--- src/rtl/ahb_master_arbiter.sv ---
// ahb_master_arbiter: two AHB-Lite masters (M0 = Cortex-M0, M1 = secondary
// master) sharing one slave-side bus. Losing address phases are buffered
// and the owning master is stalled through its HREADY until serviced.
// Optional feature macro: ARB_ROUND_ROBIN_EN selects alternating priority
// instead of M0 fixed priority with the MAX_WAIT starvation guard.
module ahb_master_arbiter #(
  parameter int MAX_WAIT = 8
) (
  input  logic        HCLK,
  input  logic        HRESET,
  input  logic [31:0] HADDR_M0,
  input  logic [1:0]  HTRANS_M0,
  input  logic [2:0]  HSIZE_M0,
  input  logic        HWRITE_M0,
  input  logic [31:0] HWDATA_M0,
  input  logic        HMASTLOCK_M0,
  input  logic [31:0] HADDR_M1,
  input  logic [1:0]  HTRANS_M1,
  input  logic [2:0]  HSIZE_M1,
  input  logic        HWRITE_M1,
  input  logic [31:0] HWDATA_M1,
  output logic        HREADY_M0,
  output logic        HREADY_M1,
  output logic [31:0] HRDATA_M,
  output logic [31:0] HADDR_S,
  output logic [1:0]  HTRANS_S,
  output logic [2:0]  HSIZE_S,
  output logic        HWRITE_S,
  output logic [31:0] HWDATA_S,
  input  logic [31:0] HRDATA_S,
  input  logic        HREADY_S,
  output logic        HMASTER
);

  typedef enum logic [1:0] {DP_NONE = 2'd0, DP_M0 = 2'd1, DP_M1 = 2'd2} dp_e;

  localparam logic [7:0] WaitMax = 8'(MAX_WAIT);

  dp_e         dp_q, dp_d;
  logic        pend0_q, pend0_d, pend1_q, pend1_d;
  logic [31:0] bufAddr0_q, bufAddr0_d, bufAddr1_q, bufAddr1_d;
  logic [2:0]  bufSize0_q, bufSize0_d, bufSize1_q, bufSize1_d;
  logic        bufWrite0_q, bufWrite0_d, bufWrite1_q, bufWrite1_d;
  logic        hold_q;
  logic [31:0] frzAddr_q;
  logic [1:0]  frzTrans_q;
  logic [2:0]  frzSize_q;
  logic        frzWrite_q, frzMaster_q;
`ifdef ARB_ROUND_ROBIN_EN
  logic        last_q, last_d;
`else
  logic [7:0]  wait_q, wait_d;
`endif

  logic        ready0, ready1, live0, live1, req0, req1, win;
  logic [31:0] selAddr;
  logic [1:0]  selTrans;
  logic [2:0]  selSize;
  logic        selWrite;
  logic        gntValid, gnt, consume;

  // Qualify requests (live or buffered) and pick the address-phase winner
  always_comb begin
    ready0 = 1'b1;
    if (pend0_q) ready0 = 1'b0;
    else if (dp_q == DP_M0) ready0 = HREADY_S;
    ready1 = 1'b1;
    if (pend1_q) ready1 = 1'b0;
    else if (dp_q == DP_M1) ready1 = HREADY_S;
    live0 = HTRANS_M0[1] & ready0;
    live1 = HTRANS_M1[1] & ready1;
    req0  = pend0_q | live0;
    req1  = pend1_q | live1;
    win   = 1'b0;
    if (req1 && !req0) win = 1'b1;
    else if (req0 && req1 && !HMASTLOCK_M0) begin
`ifdef ARB_ROUND_ROBIN_EN
      win = ~last_q;
`else
      win = (wait_q >= WaitMax);
`endif
    end
    selAddr  = '0;
    selTrans = 2'b00;
    selSize  = '0;
    selWrite = 1'b0;
    if (win && req1) begin
      if (pend1_q) begin
        selAddr = bufAddr1_q; selTrans = 2'b10; selSize = bufSize1_q; selWrite = bufWrite1_q;
      end else begin
        selAddr = HADDR_M1; selTrans = HTRANS_M1; selSize = HSIZE_M1; selWrite = HWRITE_M1;
      end
    end else if (!win && req0) begin
      if (pend0_q) begin
        selAddr = bufAddr0_q; selTrans = 2'b10; selSize = bufSize0_q; selWrite = bufWrite0_q;
      end else begin
        selAddr = HADDR_M0; selTrans = HTRANS_M0; selSize = HSIZE_M0; selWrite = HWRITE_M0;
      end
    end
  end

  // Drive the slave bus: frozen copy while the slave is stalling, else the winner
  always_comb begin
    if (hold_q) begin
      HADDR_S = frzAddr_q; HTRANS_S = frzTrans_q; HSIZE_S = frzSize_q;
      HWRITE_S = frzWrite_q; HMASTER = frzMaster_q;
    end else begin
      HADDR_S = selAddr; HTRANS_S = selTrans; HSIZE_S = selSize;
      HWRITE_S = selWrite; HMASTER = win;
    end
    case (dp_q)
      DP_M0:   HWDATA_S = HWDATA_M0;
      DP_M1:   HWDATA_S = HWDATA_M1;
      default: HWDATA_S = '0;
    endcase
  end

  assign gntValid  = HTRANS_S[1];
  assign gnt       = HMASTER;
  assign consume   = HREADY_S & gntValid;
  assign HREADY_M0 = ready0;
  assign HREADY_M1 = ready1;
  assign HRDATA_M  = HRDATA_S;

  // Next state: pending buffers, data-phase owner and fairness bookkeeping
  always_comb begin
    pend0_d = pend0_q; bufAddr0_d = bufAddr0_q; bufSize0_d = bufSize0_q; bufWrite0_d = bufWrite0_q;
    pend1_d = pend1_q; bufAddr1_d = bufAddr1_q; bufSize1_d = bufSize1_q; bufWrite1_d = bufWrite1_q;
    if (consume && !gnt) pend0_d = 1'b0;
    else if (live0) begin
      pend0_d = 1'b1; bufAddr0_d = HADDR_M0; bufSize0_d = HSIZE_M0; bufWrite0_d = HWRITE_M0;
    end
    if (consume && gnt) pend1_d = 1'b0;
    else if (live1) begin
      pend1_d = 1'b1; bufAddr1_d = HADDR_M1; bufSize1_d = HSIZE_M1; bufWrite1_d = HWRITE_M1;
    end
    dp_d = dp_q;
    if (HREADY_S) dp_d = !gntValid ? DP_NONE : (gnt ? DP_M1 : DP_M0);
`ifdef ARB_ROUND_ROBIN_EN
    last_d = last_q;
    if (consume) last_d = gnt;
`else
    wait_d = wait_q;
    if (HREADY_S) begin
      if (gntValid && gnt) wait_d = '0;
      else if (gntValid && req1) wait_d = (wait_q >= WaitMax) ? WaitMax : wait_q + 8'd1;
      else if (!req1) wait_d = '0;
    end
`endif
  end

  // Control registers with synchronous reset
  always_ff @(posedge HCLK) begin
    if (HRESET) begin
      dp_q <= DP_NONE;
      pend0_q <= 1'b0; bufAddr0_q <= '0; bufSize0_q <= '0; bufWrite0_q <= 1'b0;
      pend1_q <= 1'b0; bufAddr1_q <= '0; bufSize1_q <= '0; bufWrite1_q <= 1'b0;
`ifdef ARB_ROUND_ROBIN_EN
      last_q <= 1'b1;
`else
      wait_q <= '0;
`endif
    end else begin
      dp_q <= dp_d;
      pend0_q <= pend0_d; bufAddr0_q <= bufAddr0_d; bufSize0_q <= bufSize0_d; bufWrite0_q <= bufWrite0_d;
      pend1_q <= pend1_d; bufAddr1_q <= bufAddr1_d; bufSize1_q <= bufSize1_d; bufWrite1_q <= bufWrite1_d;
`ifdef ARB_ROUND_ROBIN_EN
      last_q <= last_d;
`else
      wait_q <= wait_d;
`endif
    end
  end

  // Snapshot of the presented address phase, replayed while HREADY_S is low
  always_ff @(posedge HCLK) begin
    if (HRESET) begin
      hold_q <= 1'b0; frzAddr_q <= '0; frzTrans_q <= 2'b00;
      frzSize_q <= '0; frzWrite_q <= 1'b0; frzMaster_q <= 1'b0;
    end else begin
      hold_q <= ~HREADY_S; frzAddr_q <= HADDR_S; frzTrans_q <= HTRANS_S;
      frzSize_q <= HSIZE_S; frzWrite_q <= HWRITE_S; frzMaster_q <= HMASTER;
    end
  end

endmodule

--- config.mk ---
export PLATFORM = sky130hd
export DESIGN_NAME = ahb_master_arbiter
export DESIGN_NICKNAME = d
export VERILOG_FILES = /design/src/rtl/ahb_master_arbiter.sv
export SDC_FILE = /design/constraint.sdc
export NUM_CORES = 1
export LEC_CHECK = 0
export BUFFER_PORTS_ARGS = -buffer_cell sky130_fd_sc_hd__clkbuf_2
export CORE_MARGIN = 5
export CORE_UTILIZATION = 40
export DETAILED_ROUTE_END_ITERATION = 10
export PLACE_DENSITY_LB_ADDON = 0.1
export SYNTH_ARGS = -nofsm -noshare
export SYNTH_HDL_FRONTEND = slang
export SYNTH_SLANG_ARGS = --single-unit
--- constraint.sdc ---
create_clock -name HCLK -period 1.9 [get_ports HCLK]
set_input_delay 0.285 -clock HCLK [delete_from_list [all_inputs] [get_ports HCLK]]
set_output_delay 0.285 -clock HCLK [all_outputs]
set_load 0.01 [all_outputs]
==> summary.txt, run 1 <==
Chip height: 151 um
Clock skew: 0.0158 ns
Antenna Nets Post-Route: 0
Worst-Margin Slew: 0.593 ns
Setup ws final: -0.870 ns
Gr ovfl total: 0
CTS H-tree depth: 4
Main flop type after synthesis: dfxtp_1
Sequential area share after synthesis: 31.3%
Async S/R FF share, synth: 0%
Core area: 0.0195 mm^2
Maximum VDD drop: 0.583 mV
NumNets Final: 1313
# IOs: 281
Dpl hpwl: 18500 um
GP Congestion: 0.782
Routed WL: 28400 um
Number of synthesized flops with an enable pin: 0
Cell Rows: 51
Vias in the first global route: 7342
Max-slew headroom: 60.4%
Crit start category: register
P per Cell Area: 760 mW/mm^2
Crit end category: output port
First-pass GRT wire length: 41600 um
TNS Setup: -71.99 ns
Post-route non-filler standard cell count: 1410
Failing checks: setup timing
Crit path time final: 2.77 ns
Largest net degree at the start of global routing: 73
Die Wd: 151 um
Most common library cells after synthesis: dfxtp_1, clkbuf_1, nand2b_1, mux2i_1, a22oi_1
Fin. max-slew vios: 0
Routed WL per cell: 20.1 um
Ranking of synthesized cells by area: dfxtp_1, mux2i_1, a22oi_1, nand2b_1, mux2_2
Initial antenna violation count: 2
Worst hold path class: in -> reg
Clock Tree Buf Depth: 2
Synth warn: 0
Max Cap Viol: 0
Top-count cell post-synth: dfxtp_1
Top cell type's share of synthesized area: 31.3%
Clock Latency Late Sink: 0.42 ns
Clk Tree Root Cell: clkbuf_16
Crit path required time: 1.62 ns
Yosys cell types: 46
Cells after DPL: 1348
Leakage power: 4.61 nW
Global Route Usage Sum: 23.3%
Mapped Nets: 1096
# setup viols final: 184
Syn avg cell area: 8.67 um^2
TritonCTS clock tree: yes
Final Hold Viols: 0
DRT Pass-1 Iters: 5
Clock sink count: 124
Reg clk slew, reported paths: 0.06 ns
RSZ-0062 raised after global routing: true
Synth area leader: dfxtp_1
Status: complete, but fails checks
Period utilization: 146%
IO buf count: 216
Mapped Area: 0.00794 mm^2
Initial drt markers: 587
Via count: 7812
Fmax: 361 MHz
Initial Util: 40.7%
Vias per cell: 5.54
Inserted Diodes: 0
Setup CP Type: reg -> out
Flops & latches, synth: 124
Arr. time, crit path: 2.49 ns
Worst-path maximum fanout: 18
CTS buffer count: 17
DRC: 0
Post-Syn Instances: 916
Area Growth Syn to Fin: 44.7%
Die footprint: 0.0228 mm^2
Share of cells above drive strength 1: 43.1%
## placed cells by master, fill, tap and decap left out, types with 14 or more instances in the layout
| cell type | count |
|---|---|
| o21ai_1 | 30 |
| nand2_1 | 14 |
| mux2i_1 | 74 |
| a2111oi_4 | 21 |
| buf_4 | 67 |
| a22oi_1 | 47 |
| a221o_1 | 29 |
| buf_12 | 28 |
| nand3_1 | 38 |
| nand2b_1 | 75 |
| a22oi_2 | 21 |
| mux2_2 | 33 |
| clkbuf_2 | 206 |
| nor2b_1 | 53 |
| clkbuf_16 | 19 |
| nor2_1 | 39 |
| nand4_1 | 37 |
| nor3b_1 | 37 |
| and2b_1 | 20 |
| dfxtp_1 | 118 |
## layer usage
metal,vias to the layer above,track usage [%],wire length [um]
met5,-,0,27
met2,205,35.0,13300
met1,3779,34.3,13300
met3,21,4.88,1580
li1,3803,-,-
met4,4,4.62,216
## metrics by stage
| step | power [W] | hold WS, ns | utilization [%] | cell area, um^2 | setup WS [ns] |
|---|---|---|---|---|---|
| after floorplan | 0.00439 | 0.357 | - | 8160 | -0.213 |
| after global placement | 0.00520 | 0.454 | 49.7 | 9700 | -0.457 |
| after detailed placement | 0.00521 | 0.463 | 49.7 | 9700 | -0.452 |
| after CTS | 0.00855 | 0.106 | 56.3 | 11000 | -0.826 |
| after global routing | 0.00913 | 0.119 | 58.8 | 11500 | -0.941 |
| final | 0.00873 | 0.116 | 58.8 | 11500 | -0.870 |
## logic make-up (layout without fill, tap and decap cells)
logic type	count (synthesis)	after routing	share of synthesized area [%]
buffers and inverters	139	368	8.98
and+or+nand+nor	333	333	24.9
muxes	108	108	14.1
xor gates and xnor gates	2	2	0.221
AOI/OAI and AO/OA	206	206	19.9
adders and majority gates	4	4	0.630
DFF	124	124	31.3
## layout make-up
cell class,count,area (um^2)
clock buffers,25,505
clock inverters,6,37.5
fillers,1732,8040
inverters,5,18.8
multi-input cells,653,5510
flip-flops and latches,124,2490
well taps,265,332
repair buffers,332,2590
## critical path, cell delays in order (launching register included)
cell and delay (ns):
dfxtp_2 0.31, or4_4 0.53, buf_4 0.15, o21bai_1 0.14
buf_4 0.16, a211oi_4 0.08, buf_12 0.18, a221o_1 0.36
clkbuf_2 0.15
## final timing paths
path                         startpoint                          to  slack, ns  cells after the start
min reg2reg  bufAddr1_q[1]$_SDFFE_PP0P_  bufAddr1_q[1]$_SDFFE_PP0P_       0.47                      2
min                         HADDR_M1[1]  bufAddr1_q[1]$_SDFFE_PP0P_       0.12                      3
max reg2reg      wait_q[4]$_SDFFE_PP0P_  bufAddr1_q[5]$_SDFFE_PP0P_      -0.57                     11
max              wait_q[4]$_SDFFE_PP0P_                  HADDR_S[8]      -0.87                      8
## repair_timing
action / 4_1_cts / 5_1_grt
hold buffers: 0 / 0
cloned: 9 / 2
setup buffers: 9 / 12
pin swaps: 9 / 13
setup endpoints to repair: 191 / 194
gates resized for setup: 85 / 100
## report_power, final
part | switching [W] | total (W) | internal, W
registers | 0.000114 | 0.00296 | 0.00284
logic | 0.00138 | 0.00275 | 0.00137
clock network | 0.00120 | 0.00303 | 0.00183
total | 0.00270 | 0.00873 | 0.00604
## registers in the layout, indices dropped and copies added (netlist names), 2 cells and up
| signal | cells |
|---|---|
| bufAddr1_q | 32 |
| dp_q | 2 |
| frzSize_q | 3 |
| wait_q | 8 |
| bufSize1_q | 3 |
| frzAddr_q | 32 |
| bufAddr0_q | 32 |
| bufSize0_q | 3 |
| frzTrans_q | 2 |
Power figures use the tool's default switching activity.
==> run 2: changes to the inputs <==
--- a/config.mk
+++ b/config.mk
@@ -6,4 +6,5 @@
 export NUM_CORES = 1
 export LEC_CHECK = 0
+export ABC_AREA = 1
 export BUFFER_PORTS_ARGS = -buffer_cell sky130_fd_sc_hd__clkbuf_2
 export CORE_MARGIN = 5
==> constraint.sdc (replaced) <==
create_clock -name HCLK -period 1.9 [get_ports HCLK]
set_input_delay 0.38 -clock HCLK [delete_from_list [all_inputs] [get_ports HCLK]]
set_output_delay 0.38 -clock HCLK [all_outputs]
set_load 0.01 [all_outputs]
==> summary.txt, run 2 <==
Mapped Area: 0.00733 mm^2 (-7.7%)
CTS buffer count: 17 (unchanged)
Max Cap Viol: 0 (unchanged)
Initial drt markers: 572 (-2.6%)
Area Growth Syn to Fin: 42.2%
Gr ovfl total: 0 (unchanged)
Number of synthesized flops with an enable pin: 0 (unchanged)
Most frequent cells in the layout: nand2_1, clkbuf_2, nor2_1, inv_1, dfxtp_1
Failing checks: setup timing
Simple-gate share of the synthesized area: 35.0% (+10 points)
Sequential area share after synthesis: 33.9% (+2.6 points)
Final Hold Viols: 0 (unchanged)
Inserted Diodes: 0 (unchanged)
Top cell type's share of synthesized area: 33.9% (+2.6 points)
Crit end category: output port
Xor and xnor area share after synthesis: 0.120% (-0.10 points)
Synth area leader: dfxtp_1
CTS H-tree depth: 4 (unchanged)
Post-Syn Instances: 1220 (+33%)
Async S/R FF share, synth: 0% (unchanged)
Status: complete, but fails checks
Syn avg cell area: 6.00 um^2 (-31%)
Leakage power: 5.41 nW (+17%)
DRC: 0 (unchanged)
Main flop type after synthesis: dfxtp_1
Fin. max-slew vios: 0 (unchanged)
DRT Pass-1 Iters: 5 (unchanged)
Mux share of post-synthesis cell area: 0% (-14 points)
Cells along the critical path: inv_2 > ha_4 > inv_2 > nor2_2 > o21bai_1 > nand2_2 > nand2_4 > inv_6 > nor2_8 > buf_12 > nand2_2 > nand2_1 > o21ai_1 > inv_1 > clkbuf_2
Crit start category: register
Chip height: 145 um (-3.7%)
P per Cell Area: 867 mW/mm^2 (+14%)
# setup viols final: 155 (-16%)
Largest net degree at the start of global routing: 42 (-42%)
Period utilization: 134% (-12 points)
# IOs: 281 (unchanged)
CP max-delay cell: dfxtp_2
Initial antenna violation count: 0 (-2)
Top-count cell post-synth: nand2_1
Routed WL per cell: 15.2 um (-25%)
Die Wd: 145 um (-3.7%)
Global Route Usage Sum: 22.7% (-0.53 points)
CP max stage delay: 0.33 ns (-0.20 ns)
Worst-Margin Slew: 0.559 ns (-0.0344 ns)
Clock Tree Buf Depth: 2 (unchanged)
Clock skew: 0.00885 ns (-0.00693 ns)
Mapped Nets: 1400 (+28%)
TritonCTS clock tree: yes
Vias per cell: 4.84 (-13%)
Crit path time final: 2.54 ns (-0.227 ns)
Largest family of logic cells by synthesized area: simple AND/OR/NAND/NOR gates
GP Congestion: 0.859 (+9.8%)
Setup ws final: -0.643 ns (+0.227 ns)
Cell Rows: 49 (-3.9%)
Dpl hpwl: 16500 um (-11%)
Hold slack final: 0.289 ns (+0.173 ns)
Post-Synth Adder-Cell Area: 0.683% (+0.053 points)
Ranking of synthesized cells by area: dfxtp_1, nand2_1, inv_1, nor2_1, nand3_1
Antenna Nets Post-Route: 0 (unchanged)
Most common cell after layout, fill and taps aside: nand2_1
Setup CP Type: reg -> out
Vias in the first global route: 7617 (+3.7%)
Initial Util: 40.6% (about the same)
Routed WL: 25600 um (-9.9%)
IO buf count: 216 (unchanged)
RSZ-0062 raised after global routing: true
Clock Latency Late Sink: 0.42 ns (about the same)
Flops & latches, synth: 124 (unchanged)
Worst hold path class: in -> reg
Yosys cell types: 33 (-28%)
First-pass GRT wire length: 39500 um (-5.0%)
Fin util: 57.8% (-1.0 points)
Hold-fix buffers, CTS: 0 (unchanged)
Fmax: 393 MHz (+8.9%)
Crit path required time: 1.52 ns (-0.10 ns)
NumNets Final: 1628 (+24%)
Share of cells above drive strength 1: 30.3% (-13 points)
Largest registers: bufAddr0_q (32), bufAddr1_q (32), frzAddr_q (32)
Clock sink count: 124 (unchanged)
Worst-path maximum fanout: 13 (-5)
Max-slew headroom: 62.7% (+2.3 points)
Synth warn: 0 (unchanged)
Reg clk slew, reported paths: 0.06 ns (about the same)
Most common library cells after synthesis: nand2_1, inv_1, nor2_1, dfxtp_1
Core area: 0.0180 mm^2 (-7.7%)
Clk Tree Root Cell: clkbuf_16
Via count: 8161 (+4.5%)
Compound-Gate Fraction of Synth Area: 13.5% (-6.4 points)
Die footprint: 0.0211 mm^2 (-7.2%)
Maximum VDD drop: 0.676 mV (+16%)
Arr. time, crit path: 2.16 ns (-0.33 ns)
## run 2: changes by cell type in the layout (fill, tap and decap cells not counted), sizes merged, moves of 37 or more
cell | previous run | this run
a21oi | 10 | 77
a22oi | 68 | 0
inv | 5 | 162
mux2i | 75 | 0
nand2 | 14 | 377
nand2b | 77 | 0
nand3 | 39 | 81
nand4 | 37 | 0
nor2 | 40 | 160
nor2b | 55 | 0
o21ai | 40 | 110
## run 2: worst paths after layout
kind | startpoint | endpoint | slack, ns | cells past startpoint
min reg2reg | bufAddr0_q[19]$_SDFFE_PP0P_ | bufAddr0_q[19]$_SDFFE_PP0P_ | 0.47 | 2
min | HADDR_M0[30] | bufAddr0_q[30]$_SDFFE_PP0P_ | 0.29 | 5
max reg2reg | dp_q[1]$_SDFFE_PP0P_ | bufAddr1_q[12]$_SDFFE_PP0P_ | -0.23 | 16
max | dp_q[1]$_SDFFE_PP0P_ | HADDR_S[5] | -0.64 | 15
## run 2: layout make-up
class	count	area, um^2
inverter	162	613
timing repair buffer	319	2580
clock buffer	23	488
clock inverter	6	87.6
fill	1770	7600
sequential	124	2490
tap	229	287
multi-input combinational	824	3880
## run 2: per-stage QoR
stage	worst slack (ns)	cells	area (um^2)	power, W	setup TNS [ns]
2_1_floorplan	-0.131	1220	7380	0.00447	-4.00
3_3_place_gp	-0.262	1623	8820	0.00527	-16.79
3_5_place_dp	-0.275	1623	8820	0.00528	-17.63
4_1_cts	-0.659	1683	10200	0.00891	-47.18
5_1_grt	-0.800	1687	10400	0.00950	-64.76
6_report	-0.643	1687	10400	0.00904	-44.62
## run 2: power breakdown
group	switching [W]	internal, W	total (W)
Sequential	0.000129	0.00287	0.00300
Combinational	0.00155	0.00127	0.00282
Clock	0.00118	0.00205	0.00322
Total	0.00285	0.00618	0.00904
## run 2: cells by family (layout without fill, tap and decap cells)
| group | Yosys count | after routing |
|---|---|---|
| AOI/OAI and AO/OA | 191 | 191 |
| DFF | 124 | 124 |
| and+or+nand+nor | 628 | 628 |
| adders and majority gates | 4 | 4 |
| xor gates and xnor gates | 1 | 1 |
| buffers and inverters | 272 | 510 |
## run 2: worst max-delay path, delay by kind of cell, from the launching register on
family                   cells  cell delay [ns]
adder cells (fa/ha/maj)      1             0.16
buffers and inverters        6             0.52
AND/OR/NAND/NOR              6             0.49
AO/OA/AOI/OAI                2             0.23
flip-flops                   1             0.33
## run 2: per-layer routing
metal	vias to the layer above	GRT usage [%]	share of wire [%]
li1	4167	-	-
met1	3666	30.1	44
met2	288	37.1	47
met3	40	5.11	7.2
met4	0	6.90	1.7
met5	-	0	0
## run 2: timing repair
action | CTS | global route
pin swaps | 31 | 9
setup buffers | 20 | 3
gates cloned | 13 | 7
resized for setup | 60 | 62
endpoints found under the setup margin | 154 | 161
